### src/rtl/uart_pkg.sv
// Shared types and constants for the parametrised UART receiver.
package uart_pkg;

  typedef enum logic [1:0] {
    NONE = 2'd0,
    EVEN = 2'd1,
    ODD  = 2'd2
  } parity_e;

  typedef enum logic [2:0] {
    IDLE   = 3'd0,
    START  = 3'd1,
    DATA   = 3'd2,
    PARITY = 3'd3,
    STOP   = 3'd4
  } rx_state_e;

  localparam int UART_MIN_BAUD = 4;

  // Both 00 and 11 on the mode pins mean no parity bit on the line.
  function automatic parity_e decode_parity(input logic [1:0] mode);
    case (mode)
      2'b01:   decode_parity = EVEN;
      2'b10:   decode_parity = ODD;
      default: decode_parity = NONE;
    endcase
  endfunction

endpackage

### src/rtl/uart_baud_gen.sv
// Bit-period down-counter: half-period preload on start, then one sample tick every N cycles.
// UART_RX_MAJORITY_EN adds pre/post ticks one cycle either side of each sample tick.
module uart_baud_gen
  import uart_pkg::*;
#(
  parameter int BAUD_W = 16
) (
  input  logic              clk,
  input  logic              rst,
  input  logic              start_i,
  input  logic              run_i,
  input  logic [BAUD_W-1:0] period_i,
`ifdef UART_RX_MAJORITY_EN
  output logic              pre_tick_o,
  output logic              post_tick_o,
`endif
  output logic              sample_tick_o
);

  localparam logic [BAUD_W-1:0] MIN_N = BAUD_W'(UART_MIN_BAUD);
  localparam logic [BAUD_W-1:0] ONE   = BAUD_W'(1);

  logic [BAUD_W-1:0] clamped;
  logic [BAUD_W-1:0] period_q;
  logic [BAUD_W-1:0] cnt_q;

  assign clamped       = (period_i < MIN_N) ? MIN_N : period_i;
  assign sample_tick_o = run_i && (cnt_q == '0);

  // The period is frozen at frame start so a mid-frame baudrate change has no effect.
  always_ff @(posedge clk) begin
    if (rst) begin
      period_q <= MIN_N;
      cnt_q    <= '0;
    end else if (start_i) begin
      period_q <= clamped;
      cnt_q    <= (clamped >> 1) - ONE;
    end else if (run_i) begin
      cnt_q <= (cnt_q == '0) ? (period_q - ONE) : (cnt_q - ONE);
    end
  end

`ifdef UART_RX_MAJORITY_EN
  logic post_q;

  assign pre_tick_o  = run_i && (cnt_q == ONE);
  assign post_tick_o = post_q;

  always_ff @(posedge clk) begin
    if (rst || start_i) begin
      post_q <= 1'b0;
    end else begin
      post_q <= sample_tick_o;
    end
  end
`endif

endmodule

### src/rtl/uart_rx_param.sv
// Parametrised UART receiver: synchroniser, frame FSM, parity/framing checks, valid/ready output.
// UART_RX_MAJORITY_EN selects 2-of-3 majority sampling (decisions one cycle later).
module uart_rx_param
  import uart_pkg::*;
#(
  parameter int DATA_W = 8,
  parameter int BAUD_W = 16
) (
  input  logic              clk,
  input  logic              rst,
  input  logic              dataline,
  input  logic [BAUD_W-1:0] baudrate,
  input  logic [1:0]        parity_mode,
  input  logic              stop2,
  output logic [DATA_W-1:0] data,
  output logic              valid,
  input  logic              ready,
  output logic              parity_err,
  output logic              frame_err,
  output logic              overrun,
  output logic              busy,
  output rx_state_e         state_dbg
);

  // Output handshake: a word is transferred on any rising edge where valid && ready;
  // valid stays high and data/flags stay stable until that edge.

  localparam logic [3:0] CNT_LAST = 4'(DATA_W - 1);

  logic              sync1_q, rxs_q;
  rx_state_e         state_q, state_d;
  logic [3:0]        cnt_q, cnt_d;
  logic [DATA_W-1:0] shift_q, shift_d;
  parity_e           par_q, par_d;
  logic              stop2_q, stop2_d;
  logic              perr_q, perr_d, ferr_q, ferr_d;
  logic [DATA_W-1:0] data_q, data_d;
  logic              valid_q, valid_d, pe_q, pe_d, fe_q, fe_d, ovr_q, ovr_d;
  logic              start, complete, accept, tick, bit_val, sample_tick;

`ifdef UART_RX_MAJORITY_EN
  logic       pre_tick, post_tick;
  logic [1:0] vote_q;

  always_ff @(posedge clk) begin
    if (rst) begin
      vote_q <= 2'b11;
    end else begin
      if (pre_tick)    vote_q[0] <= rxs_q;
      if (sample_tick) vote_q[1] <= rxs_q;
    end
  end

  assign tick    = post_tick;
  assign bit_val = (vote_q[0] & vote_q[1]) | (vote_q[0] & rxs_q) | (vote_q[1] & rxs_q);
`else
  assign tick    = sample_tick;
  assign bit_val = rxs_q;
`endif

  uart_baud_gen #(.BAUD_W(BAUD_W)) u_baud (
    .clk          (clk),
    .rst          (rst),
    .start_i      (start),
    .run_i        (busy),
    .period_i     (baudrate),
`ifdef UART_RX_MAJORITY_EN
    .pre_tick_o   (pre_tick),
    .post_tick_o  (post_tick),
`endif
    .sample_tick_o(sample_tick)
  );

  always_comb begin
    state_d  = state_q;
    cnt_d    = cnt_q;
    shift_d  = shift_q;
    par_d    = par_q;
    stop2_d  = stop2_q;
    perr_d   = perr_q;
    ferr_d   = ferr_q;
    start    = 1'b0;
    complete = 1'b0;
    case (state_q)
      IDLE: if (!rxs_q) begin
        state_d = START;
        start   = 1'b1;
        par_d   = decode_parity(parity_mode);
        stop2_d = stop2;
        cnt_d   = 4'd0;
        perr_d  = 1'b0;
        ferr_d  = 1'b0;
      end
      START: if (tick) state_d = bit_val ? IDLE : DATA;
      DATA: if (tick) begin
        shift_d = {bit_val, shift_q[DATA_W-1:1]};
        if (cnt_q == CNT_LAST) begin
          cnt_d   = 4'd0;
          state_d = (par_q == NONE) ? STOP : PARITY;
        end else begin
          cnt_d = cnt_q + 4'd1;
        end
      end
      PARITY: if (tick) begin
        perr_d  = (par_q == EVEN) ? ((^shift_q) ^ bit_val) : ~((^shift_q) ^ bit_val);
        state_d = STOP;
      end
      STOP: if (tick) begin
        ferr_d = ferr_q | ~bit_val;
        if (cnt_q == {3'b000, stop2_q}) begin
          complete = 1'b1;
          state_d  = IDLE;
        end else begin
          cnt_d = cnt_q + 4'd1;
        end
      end
      default: state_d = IDLE;
    endcase
  end

  // A completion coinciding with an accept refills the slot instead of overrunning.
  always_comb begin
    accept  = valid_q && ready;
    data_d  = data_q;
    pe_d    = pe_q;
    fe_d    = fe_q;
    valid_d = valid_q;
    if (complete && (!valid_q || accept)) begin
      data_d  = shift_q;
      pe_d    = perr_q;
      fe_d    = ferr_d;
      valid_d = 1'b1;
    end else if (accept) begin
      valid_d = 1'b0;
    end
    ovr_d = accept ? 1'b0 : ((complete && valid_q) ? 1'b1 : ovr_q);
  end

  always_ff @(posedge clk) begin
    if (rst) begin
      sync1_q <= 1'b1;
      rxs_q   <= 1'b1;
      state_q <= IDLE;
      cnt_q   <= 4'd0;
      shift_q <= '0;
      par_q   <= NONE;
      stop2_q <= 1'b0;
      perr_q  <= 1'b0;
      ferr_q  <= 1'b0;
      data_q  <= '0;
      valid_q <= 1'b0;
      pe_q    <= 1'b0;
      fe_q    <= 1'b0;
      ovr_q   <= 1'b0;
    end else begin
      sync1_q <= dataline;
      rxs_q   <= sync1_q;
      state_q <= state_d;
      cnt_q   <= cnt_d;
      shift_q <= shift_d;
      par_q   <= par_d;
      stop2_q <= stop2_d;
      perr_q  <= perr_d;
      ferr_q  <= ferr_d;
      data_q  <= data_d;
      valid_q <= valid_d;
      pe_q    <= pe_d;
      fe_q    <= fe_d;
      ovr_q   <= ovr_d;
    end
  end

  assign data       = data_q;
  assign valid      = valid_q;
  assign parity_err = pe_q;
  assign frame_err  = fe_q;
  assign overrun    = ovr_q;
  assign busy       = (state_q != IDLE);
  assign state_dbg  = state_q;

endmodule

### config.mk
export PLATFORM = sky130hd
export DESIGN_NAME = uart_rx_param
export DESIGN_NICKNAME = d
export VERILOG_FILES = /design/src/rtl/uart_pkg.sv /design/src/rtl/uart_baud_gen.sv /design/src/rtl/uart_rx_param.sv
export SDC_FILE = /design/constraint.sdc
export NUM_CORES = 1
export LEC_CHECK = 0
export BUFFER_PORTS_ARGS = -buffer_cell sky130_fd_sc_hd__buf_2
export CAP_MARGIN = 10
export CORE_MARGIN = 2
export CORE_UTILIZATION = 37
export DETAILED_ROUTE_END_ITERATION = 16
export SETUP_SLACK_MARGIN = 0.05
export SYNTH_ARGS = -nofsm -noshare
export SYNTH_HDL_FRONTEND = slang
export SYNTH_SLANG_ARGS = --single-unit
### constraint.sdc
create_clock -name clk -period 3.89 [get_ports clk]
set_clock_uncertainty 0.2 [all_clocks]
set_input_delay 0.389 -clock clk [delete_from_list [all_inputs] [get_ports clk]]
set_output_delay 0.389 -clock clk [all_outputs]
set_load 0.005 [all_outputs]
; Word level (Yosys, flattened, before mapping)
; Cells that the tools add are included.
[word_totals]
regBits = 66
elab_cells = 98
input_bits = 23
out_inout_bits = 16
[op_classes]
reduce_logical = 21
bitwise = 4
order_cmp = 1
muxes = 35
n_eq_ne = 17
addsub = 4
[op_table]
columns = op, count
row1 = $mux 16, 4
row2 = $sub 16x1->16 const B, 2
row3 = $mux 3, 8
row4 = $mux 4, 5
row5 = $logic_not 16->1, 1
row6 = $lt 16x3->1 const B, 1
row7 = $ne 2x2->1 const B, 8
row8 = $sub 15x1->16 const B, 1
row9 = $pmux 3 s5, 1
row10 = $mux 1, 12
row11 = $pmux 4 s3, 1
row12 = $reduce_xor 8->1, 1
row13 = $reduce_and 7->1, 1
row14 = $eq 3x2->1 const B, 2
row15 = $reduce_bool 2->1, 3
row16 = $reduce_bool 3->1, 2
row17 = $reduce_and 5->1, 1
row18 = $add 4x1->4 const B, 1
row19 = $eq 2x1->1 const B, 2
row20 = $eq 4x1->1, 1
row21 = $eq 4x3->1 const B, 1
row22 = $logic_and 1x1->1, 4
row23 = $pmux 1 s2, 2
row24 = $pmux 2 s2, 1
row25 = 14 further kinds, 16

; Logic depth before layout (Yosys ltp)
; Gate-level depths: netlist (run 1).
[depth]
depth_word = 6
mapped_depth = 13
depth_no_buf = 11

; Hierarchy
; Synthesis (run 1) repeated with hierarchy kept, for this count alone.
[hier_totals]
cells_unflattened = 392
area_unflattened_um2 = 3485.8
[by_module_without_submodules]
columns = mod, cells_each, area_each_um2, seq_area_each_um2, instances
row1 = uart_baud_gen, 228, 1934.4, 640.6, 1
row2 = uart_rx_param, 164, 1551.5, 680.7, 1

; Worst setup path after synthesis (run 1)
; OpenSTA, ideal clock, no wires.
[synth_path]
path_type = register to register
startpoint = register rxs_q (netlist: bit_val)
endpoint = register u_baud.cnt_q[14]
stages_incl_launch_ff = 13
path_slack_ns = 1.041
period_less_slack_ns = 2.849
arrival_time_ns = 2.563
t_required_ns = 3.604
n_path_buf = 2
setup_time_ns = 0.086
path_cell_list = dfxtp_1 -> buf_6 -> or4_4 -> buf_2 -> a21oi_1 -> or2_1 -> ha_1 -> inv_1 -> a211o_1 -> nor3_2 -> nand3_1 -> xor2_1 -> a211oi_1
[synth_between]
elab_chain_cells = 3
word_cells_on_any_way = 4
classes_between = 3 x mux / 1 x reduce/logical
[synth_rtl]
columns = element, line
row1 = "start, declared", uart_rx_param.sv:30  ; logic sync1_q, rxs_q;
row2 = "start signal, assigned", uart_rx_param.sv:157  ; rxs_q <= sync1_q;
row3 = $mux 1 (*), uart_rx_param.sv:85  ; IDLE: if (!rxs_q) begin
row4 = $mux 1 (*), uart_rx_param.sv:84  ; case (state_q)
row5 = $mux 16 / $reduce_bool 2->1 (equally long branches), n/a
row6 = "end signal, assigned", uart_baud_gen.sv:37  ; cnt_q <= (clamped >> 1) - ONE;
row7 = "end signal, assigned", uart_baud_gen.sv:39  ; cnt_q <= (cnt_q == '0) ? (period_q - ONE) : (cnt_q - ONE);
row8 = "end, declared", uart_baud_gen.sv:25  ; logic [BAUD_W-1:0] cnt_q;
; Every way passes the cells marked *; elsewhere a longest branch is shown, timed or not.
; A chain may end at the register's enable or synchronous reset.

; Worst setup path after layout (run 1)
[layout_path]
startpoint = register state_q[2] (netlist: state_dbg[2])
endpoint = register u_baud.cnt_q[14]
[layout_between]
elab_chain_cells = 3
word_cells_on_any_way = 5
classes_between = 2 x mux / 3 x reduce/logical
[layout_rtl]
columns = element, line
row1 = "start, declared", uart_rx_param.sv:31  ; rx_state_e state_q, state_d;
row2 = "start signal, assigned", uart_rx_param.sv:158  ; state_q <= state_d;
row3 = $logic_not 3->1, uart_rx_param.sv:84
row4 = $mux 1, uart_rx_param.sv:84
row5 = $mux 16 / $reduce_bool 2->1 (equally long branches), n/a
; Parallel ways exist; a longest one is shown, timed or not.

==> flow_summary.json, run 1 <==
{
  "total_cts_buffers": 9,
  "synth.lib_cells_used.distinct": 51,
  "clk-insertion-delay-late_ps": 350,
  "dp_worst_setup_slack_ps": 752,
  "finalPower_w": 0.00171,
  "total_switching_power_w": 0.000556,
  "power.density_mw_per_mm2": 450,
  "gr-total-overflow": 0,
  "mostFrequentLayoutCell": "dfxtp_1",
  "yosys.area_share.simple_pct": 26.1,
  "post-route-worst-setup-slack_ps": 687,
  "clock_path_buffers": 2,
  "grtUsageTotal_pct": 16.7,
  "seqCellArea_sq_mm": 0.00132,
  "die_y_um": 98.9,
  "placement.cell_area_sq_mm": 0.00360,
  "cell_internal_pwr_w": 0.00116,
  "power.ir.vdd_worst_uv": 227,
  "post_drt_wl_per_cell_um": 14.7,
  "synth_compound_area_share_pct": 17.2,
  "critical_path.cell_chain": "or4_4, a21oi_1, or2_1, ha_1, inv_1, a211o_1, nor3_2, nand3_1, xor2_1, a211oi_1",
  "drv_cap": 0,
  "fmaxAchievable_ghz": 0.312,
  "yosys_most_used_dff": "dfxtp_1",
  "grt_pass1_wl_mm": 13.3,
  "clock-sinks": 66,
  "yosysSeqAreaShare_pct": 39.6,
  "setup.worst_path.start_class": "flop",
  "post_cts.resized_instances": 0,
  "ys_seq_elements": 66,
  "cts.root.buffer_cell": "clkbuf_8",
  "final.setup.tns_ps": 0,
  "critical_path.max_fanout": 15,
  "diodes": 0,
  "finalCritPeriodShare_pct": 82.3,
  "initial_utilization_pct": 38.2,
  "synth_adder_area_share_pct": 0.751,
  "fillCellCount": 869,
  "first_pass_iters": 4,
  "maximum_number_of_pins_on_one_net_before_global_route_repair": 42,
  "total_leakage_power_nw": 1.46,
  "yosys.area_share.xor_xnor_pct": 5.52,
  "gp_routability_congestion": 0.869,
  "grt_pass1_vias": 2776,
  "synthCells": 390,
  "detail-route-antenna-nets": 0,
  "syn-cell-area_sq_mm": 0.00333,
  "multi_input_area_sq_mm": 0.00190,
  "drt-total-wl_mm": 7.88,
  "combinationalPowerShare_pct": 22.2,
  "crit_family": "simple AND/OR/NAND/NOR gates",
  "worst_hold_path_type": "in -> reg",
  "fin_nets": 447,
  "dp_hpwl_mm": 5.47,
  "drc": 0,
  "antenna_found_initial": 0,
  "tritoncts_clock_tree": "yes",
  "fp.coreArea_sq_mm": 0.00872,
  "synth-edff-count": 0,
  "floorplan.die_area_sq_mm": 0.00978,
  "timing.critical_path.slowest_stage_cell": "or4_4",
  "via_count": 2839,
  "worst-path-buf-inv": 1,
  "worst_path_required_time_ps": 3950,
  "io_pins": 39,
  "detailedRoute.firstIterationViolations": 119,
  "multiplexer_area_fraction_after_synthesis_pct": 7.24,
  "die-width_um": 98.9,
  "finalHoldViolCount": 0,
  "port_buffers": 38,
  "slew_headroom_pct": 46.3,
  "layout.cell_area.non_filler_sq_mm": 0.00380,
  "synth.net_count": 415,
  "ctsHtreeMaxLevel": 3,
  "largest_family_of_logic_cells_by_synthesized_area": "simple AND/OR/NAND/NOR gates",
  "power.share.clock_pct": 34.6,
  "timing.critical_path.slowest_cell_delay_ps": 680,
  "post-cts-setup-buffers": 0,
  "path_class": "reg -> reg",
  "critical_path_arrival_ps": 3260,
  "worstSetupEndpointType": "flop",
  "placement_rows": 34,
  "seq_power_share_pct": 43.2,
  "vias_per_cell": 5.31,
  "max_slew.worst_pin.slew_ps": 806,
  "setup_violations": 0,
  "unrepaired_setup_endpoints_after_global_routing": "no",
  "status": "completed",
  "cts_hold_buf": 0,
  "synth_async_reset_ratio_pct": 0,
  "most-common-layout-cells": "dfxtp_1, nor2_1, nand2_1",
  "syn-mean-instance-area_sq_um": 8.55,
  "cts.reportedPaths.clkPinSlew_ps": 80,
  "switching_share_pct": 32.5,
  "final_max_slew_viol_count": 0,
  "yosys_warning_count": 0,
  "final_worst_path_period_need_ps": 3200,
  "fraction_of_final_layout_cells_with_drive_strength_greater_than_1_pct": 19.7,
  "area.growth.synth_to_final_pct": 14.1,
  "timing.hold.ws_ps": 19.6
}
==> routing by layer <==
layer | up-vias | track usage, % | wire [um]
li1 | 1447 | - | -
met1 | 1321 | 21.9 | 3670
met2 | 63 | 26.6 | 3620
met3 | 8 | 4.82 | 493
met4 | 0 | 5.06 | 96
met5 | - | 0 | 0
==> cells in the mapped netlist (3+ instances only) <==
cell type	number	area [sq um]
dfxtp_1	66	1320
nor2_1	53	199
nand2_1	47	176
a21oi_1	37	185
mux2i_1	23	230
clkbuf_1	18	67.6
a211oi_1	14	105
nand3_1	12	60.1
xor2_1	11	96.3
xnor2_1	10	87.6
o21ai_1	9	45.0
nand2b_1	7	43.8
nor4_1	6	37.5
o21ai_0	5	25.0
nand3b_1	4	30.0
nand4_1	4	25.0
nor3_1	4	20.0
nor4_2	4	50.1
o211ai_1	4	30.0
a211oi_2	3	37.5
buf_2	3	15.0
nor2b_1	3	18.8
o21a_1	3	22.5
==> path summary, 6_finish.rpt <==
path,startpoint,end,slack (ps),cells after the start
min,dataline,sync1_q,20,2
min reg2reg,sync1_q,bit_val,220,1
max,state_dbg[2],u_baud.cnt_q[14],690,10
max reg2reg,state_dbg[2],u_baud.cnt_q[14],690,10
==> final cells by class <==
class	instances	share of cell area, %
clock inverters	7	2.01
multi-input cells	298	49.9
repair buffers	45	6.38
flip-flops and latches	66	34.7
well taps	108	3.55
inverters	2	0.197
clock buffers	9	3.26
==> registers in the layout, indices dropped and copies added, names as in the netlist, 2 cells and up <==
register         cells
state_dbg            3
u_baud.period_q     16
data                 8
shift_q              8
par_q                2
cnt_q                4
u_baud.cnt_q        16
==> power groups by stage <==
| stage | Sequential [W] | Combinational (W) | Clock, W |
|---|---|---|---|
| floorplan | 0.000741 | 0.000296 | 0 |
| global placement | 0.000754 | 0.000372 | 0 |
| detailed placement | 0.000755 | 0.000376 | 0 |
| CTS | 0.000739 | 0.000379 | 0.000612 |
| global route | 0.000743 | 0.000422 | 0.000628 |
| finish | 0.000739 | 0.000379 | 0.000592 |
==> cell families (layout without fill, tap and decap cells) <==
kind of cell / after synthesis / after routing
AOI/OAI and AO/OA: 86 / 86
xor gates and xnor gates: 21 / 21
adders and majority gates: 2 / 2
buffers and inverters: 26 / 63
DFF: 66 / 66
muxes: 24 / 24
and+or+nand+nor: 165 / 165
==> stage by stage <==
stage,util [%],instances
floorplan,-,390
global placement,41.3,519
detailed placement,41.3,519
CTS,43.6,535
global route,43.6,535
finish,43.6,535
No activity file was read; power rests on OpenSTA's default activity.
==> run 2: changes to the inputs <==
- clock period: 3.89 -> 2.7 ns (I/O delays scaled with it)
==> run 2 against run 1 <==
- final cell count increased by 11%
- die area is the same
- critical path depth did not move
- critical path type unchanged
- sequential power increased by 43%
- power rose by 62%
- global-route usage rose by 0.98 points
- core utilization grew 7.4 points
- hold slack lost 2.0 ps
- flip-flop and latch count is the same
- setup slack lost 670 ps
- maximum frequency is 19% higher
- largest power group unchanged
- highest routed layer unchanged
==> flow_summary.json, run 2 (synthesis results as in run 1) <==
{
  "critical_path.max_fanout": 4,
  "setup_violations": 0,
  "unrepaired_setup_endpoints_after_global_routing": "yes",
  "antenna_found_initial": 0,
  "critical_path.cell_chain": "or4_4, a21oi_4, or2_1, ha_1, inv_1, a211o_1, nor3_4, nand3_1, xor2_1, a211oi_2",
  "drc": 0,
  "detailedRoute.firstIterationViolations": 116,
  "drv_cap": 0,
  "post_drt_wl_per_cell_um": 14.3,
  "dp_worst_setup_slack_ps": -219,
  "slew_headroom_pct": 65.3,
  "clock_path_buffers": 2,
  "via_count": 3109,
  "min_delay_worst_endpoint": "u_baud.period_q[4]",
  "layout.cells.non_filler": 596,
  "status": "completed",
  "placement_rows": 34,
  "met2_track_usage_gr_pct": 28.8,
  "mostFrequentLayoutCell": "dfxtp_1",
  "floorplan.die_area_sq_mm": 0.00978,
  "path_class": "reg -> reg",
  "r2r_end": "u_baud.cnt_q[14]",
  "post-route-worst-setup-slack_ps": 17.5,
  "cts.root.buffer_cell": "clkbuf_8",
  "fillCellCount": 837,
  "detail-route-antenna-nets": 0,
  "port_buffers": 38,
  "grt_pass1_vias": 2967,
  "timing.critical_path.slowest_stage_cell": "or4_4",
  "crit_family": "simple AND/OR/NAND/NOR gates",
  "clk-insertion-delay-late_ps": 350,
  "final.setup.tns_ps": 0,
  "worst_path_required_time_ps": 2780,
  "most-common-layout-cells": "dfxtp_1, buf_4, nor2_1",
  "gr-total-overflow": 0,
  "diodes": 0,
  "total_cts_buffers": 9,
  "globalRouteMet1Util_pct": 23.0,
  "clock-sinks": 66,
  "total_leakage_power_nw": 1.79,
  "busiest_layer": "met2",
  "max_slew.worst_pin.slew_ps": 519,
  "cts.reportedPaths.clkPinSlew_ps": 80,
  "die-width_um": 98.9,
  "maximum_number_of_pins_on_one_net_before_global_route_repair": 30,
  "worstHoldStart": "baudrate[4]",
  "worst-path-buf-inv": 1,
  "reg2reg_slack_ps": 20,
  "area.growth.synth_to_final_pct": 33.3,
  "power.ir.vdd_worst_uv": 378,
  "setup.worst_path.start_class": "flop",
  "grt_util_met3_pct": 5.04,
  "dp_hpwl_mm": 5.86,
  "final_max_slew_viol_count": 0,
  "worst_hold_path_type": "in -> reg",
  "tritoncts_clock_tree": "yes",
  "final_worst_path_period_need_ps": 2680,
  "grt_pass1_wl_mm": 14.0,
  "finalHoldViolCount": 0,
  "timing.reg2reg.worst_path_depth": 10,
  "finalCritPeriodShare_pct": 99.4,
  "fraction_of_final_layout_cells_with_drive_strength_greater_than_1_pct": 30.3,
  "fin_nets": 508,
  "first_pass_iters": 4,
  "power.density_mw_per_mm2": 624,
  "holdPathStages": 3,
  "critical_path_arrival_ps": 2760,
  "timing.critical_path.slowest_cell_delay_ps": 600,
  "ctsHtreeMaxLevel": 3,
  "drt-total-wl_mm": 8.53,
  "io_pins": 39,
  "fp.coreArea_sq_mm": 0.00872,
  "die_y_um": 98.9,
  "largestRegisters": "u_baud.cnt_q: 16 flops, u_baud.period_q: 16 flops",
  "initial_utilization_pct": 38.2,
  "worstSetupEndpointType": "flop",
  "fmaxAchievable_ghz": 0.373,
  "vias_per_cell": 5.22,
  "crit-reg2reg-launch": "state_dbg[2]",
  "grtUsageTotal_pct": 17.7,
  "numPlacedInstances": 566,
  "gp_routability_congestion": 0.879
}
[run 2: worst max-delay path by stage]
stage / startpoint / to / cells past startpoint
after floorplan: bit_val / u_baud.cnt_q[14] / 12
after global placement: baudrate[14] / u_baud.cnt_q[14] / 12
after detailed placement: baudrate[14] / u_baud.cnt_q[14] / 12
after CTS: state_dbg[1] / u_baud.cnt_q[8] / 10
after global routing: state_dbg[2] / u_baud.cnt_q[10] / 10
final: state_dbg[2] / u_baud.cnt_q[14] / 10
[run 2: per-layer routing]
metal / routed length [um] / share of wire [%]
met1: 4060 / 48
met2: 4050 / 47
met3: 337 / 3.9
met4: 80 / 0.94
met5: 0 / 0
[run 2: what timing repair did]
action                                 in CTS  in global routing
hold buffers                               10                  0
setup buffers                               0                  4
setup endpoints to repair                   5                 14
resized for setup                           2                 24
endpoints found under the hold margin       9                  0
pin swaps                                   1                 11
[run 2: area by class of cell]
type | instances | area [sq um] | area share, %
Timing Repair Buffer | 106 | 742 | 16.7
Clock inverter | 7 | 101 | 2.28
Sequential cell | 66 | 1320 | 29.8
Clock buffer | 9 | 124 | 2.79
Tap cell | 108 | 135 | 3.04
Multi-Input combinational cell | 298 | 2010 | 45.2
Inverter | 2 | 7.51 | 0.169
[run 2: where the power goes]
part | switching (W) | total [W] | internal [W]
Combinational | 0.000409 | 0.000771 | 0.000362
Clock | 0.000419 | 0.000946 | 0.000527
Sequential | 0.0000396 | 0.00106 | 0.00102
Total | 0.000868 | 0.00277 | 0.00191
[run 2: worst min-delay path, cell delays in order]
cell and delay [ps]:
buf_2 130, nand2_1 70, a21oi_1 50
[run 2: per-stage QoR]
stage	hold WS (ps)	utilization, %	power [W]	instance area, sq um
global placement	202	45.4	0.00174	3960
CTS	3.16	49.2	0.00272	4290
global route	17.7	51.0	0.00291	4440
finish	17.7	51.0	0.00277	4440
floorplan	172	-	0.00150	3340
detailed placement	200	45.4	0.00175	3960
==> run 3: changes to the inputs <==
- SYNTH_HIERARCHICAL: not set -> 1
==> run 3 against run 2 <==
- core utilization fell by 1.3 points
- register-to-register slack better by 95 ps
- non-clock buffer count decreased by 8
- setup slack better by 95 ps
- sequential power about the same
- count of clock-buffer cells in the layout did not move
- maximum frequency up 3.7%
- sequential share of layout area fell by 0.70 points
- critical endpoint is now u_baud/cnt_q[2]
- highest routed layer unchanged
==> flow_summary.json, run 3 <==
{
  "post_drt_wl_per_cell_um": 14.9,
  "post-synth-top-count-cell": "dfxtp_1",
  "detail-route-antenna-nets": 0,
  "synth.lib_cells_used.distinct": 65,
  "synth_area_leader_cell": "dfxtp_1",
  "clk-insertion-delay-late_ps": 350,
  "first_pass_iters": 4,
  "port_buffers": 38,
  "synth.net_count": 417,
  "die-width_um": 101,
  "final_max_slew_viol_count": 0,
  "status": "completed",
  "grt_pass1_wl_mm": 14.3,
  "synth_async_reset_ratio_pct": 0,
  "ys_top_cells_by_count": "dfxtp_1, nor2_1, nand2_1",
  "initial_utilization_pct": 37.9,
  "die_y_um": 101,
  "most-common-layout-cells": "dfxtp_1, nor2_1, buf_4",
  "final_core_util_pct": 49.6,
  "tritoncts_clock_tree": "yes",
  "power.density_mw_per_mm2": 584,
  "yosysSeqAreaShare_pct": 37.9,
  "synth-edff-count": 0,
  "timing.hold.ws_ps": 9.61,
  "clock-sinks": 66,
  "crit-reg2reg-launch": "u_baud/cnt_q[7]",
  "total_cts_buffers": 9,
  "syn-cell-area_sq_mm": 0.00349,
  "final_worst_path_period_need_ps": 2590,
  "power.ir.vdd_worst_uv": 306,
  "dp_hpwl_mm": 6.47,
  "finalCritPeriodShare_pct": 95.8,
  "yosys_most_used_dff": "dfxtp_1",
  "finalHoldViolCount": 0,
  "worstSetupEndpointType": "flop",
  "io_pins": 39,
  "placement_rows": 35,
  "vias_per_cell": 5.27,
  "maximum_number_of_pins_on_one_net_before_global_route_repair": 55,
  "grtUsageTotal_pct": 17.8,
  "yosys_warning_count": 6,
  "gr-total-overflow": 0,
  "total_leakage_power_nw": 1.71,
  "detailedRoute.firstIterationViolations": 146,
  "cts.root.buffer_cell": "clkbuf_8",
  "unrepaired_setup_endpoints_after_global_routing": "yes",
  "critical_path.max_fanout": 5,
  "grt_pass1_vias": 2960,
  "clock_path_buffers": 2,
  "worstHoldStart": "parity_mode[1]",
  "synthCells": 392,
  "via_count": 3144,
  "worst_hold_path_type": "in -> reg",
  "setup.worst_path.start_class": "flop",
  "worst_path_required_time_ps": 2760,
  "fraction_of_final_layout_cells_with_drive_strength_greater_than_1_pct": 34.6,
  "drt-total-wl_mm": 8.87,
  "floorplan.die_area_sq_mm": 0.0102,
  "final.setup.tns_ps": 0,
  "ys_seq_elements": 66,
  "drv_cap": 0,
  "cts.reportedPaths.clkPinSlew_ps": 80,
  "fmaxAchievable_ghz": 0.387,
  "worst_setup_path_startpoint": "u_baud/cnt_q[7]",
  "fillCellCount": 875,
  "diodes": 0,
  "antenna_found_initial": 0,
  "yosysTopAreaCellShare_pct": 37.9,
  "mostFrequentLayoutCell": "dfxtp_1",
  "area.growth.synth_to_final_pct": 30.9,
  "path_class": "reg -> reg",
  "ctsHtreeMaxLevel": 3,
  "fin_nets": 506,
  "slew_headroom_pct": 64.0,
  "max_slew.worst_pin.slew_ps": 535,
  "gp_routability_congestion": 0.848,
  "fp.coreArea_sq_mm": 0.00920,
  "drc": 0,
  "largestRegisters": "u_baud/cnt_q: 16 flops, u_baud/period_q: 16 flops",
  "ys_top_cells_by_area": "dfxtp_1, mux2i_1, nor2_1",
  "syn-mean-instance-area_sq_um": 8.89,
  "critical_path_arrival_ps": 2650,
  "setup_violations": 0
}
run 3: changes by cell type after synthesis, moves of 6 or more:
cell	change
nand2_1	-16
a21oi_1	-10
inv_1	+9
nand3_1	-9
o21ai_1	-9
xor2_1	-9
clkbuf_1	-8
xnor2_1	+8
nor3_1	+6
run 3: power breakdown:
| group | switching (W) | internal, W |
|---|---|---|
| Sequential | 0.0000396 | 0.00101 |
| Combinational | 0.000377 | 0.000355 |
| Clock | 0.000439 | 0.000443 |
run 3: area by class of cell:
type                    count  area [sq um]  area share [%]
inverters                  12          60.1            1.32
clock inverters             7          82.6            1.81
clock buffers               9           124            2.71
flip-flops and latches     66          1330            29.1
well taps                 111           139            3.04
repair buffers             98           686            15.0
multi-input cells         294          2150            47.0
run 3: logic make-up after synthesis:
| kind of cell | count (synthesis) | synth area share (%) |
|---|---|---|
| xor+xnor | 20 | 5.03 |
| fa+ha+maj | 2 | 0.718 |
| compound gates | 86 | 18.3 |
| flops | 66 | 37.9 |
| buf+inv | 32 | 4.49 |
| mux | 26 | 7.57 |
| simple gates | 160 | 26.0 |
run 3: critical path, cell delays in order, from the launching register on:
cell and delay (ps):
dfxtp_1 350, nor4_2 360, and4_4 330, a211oi_2 80, or2_2 300, ha_4 180
buf_4 130, or2_2 290, a311oi_1 260
run 3: through the flow:
stage / power [W] / instances / setup WS [ps] / cell area, sq um
after global routing: 0.00278 / 597 / 1.68 / 4560
after detailed placement: 0.00174 / 570 / -166 / 4170
final: 0.00267 / 597 / 113 / 4560
after global placement: 0.00173 / 570 / -95.3 / 4170
after CTS: 0.00264 / 595 / 56.7 / 4480
after floorplan: 0.00150 / 392 / -32.6 / 3570
run 3: per-layer routing:
| metal | track usage [%] | part of all wire [%] | vias up |
|---|---|---|---|
| met3 | 4.09 | 4.6 | 15 |
| met2 | 28.7 | 48 | 79 |
| met5 | 0 | 0 | - |
| met4 | 7.69 | 1.9 | 0 |
| met1 | 22.9 | 45 | 1463 |
| li1 | - | - | 1587 |
run 3: path summary, 6_finish.rpt:
kind	endpoint	slack (ps)	cells after the start
max reg2reg	u_baud/cnt_q[2]	110	8
min reg2reg	bit_val	220	1
max	u_baud/cnt_q[2]	110	8
min	par_q[1]	10	3
run 3: timing repair:
action | CTS | global route
hold buffers | 8 | 0
buffers inserted | 1 | 2
pin swaps | 0 | 5
gates resized for setup | 5 | 13
endpoints found under the hold margin | 7 | 0
setup endpoints to repair | 7 | 15
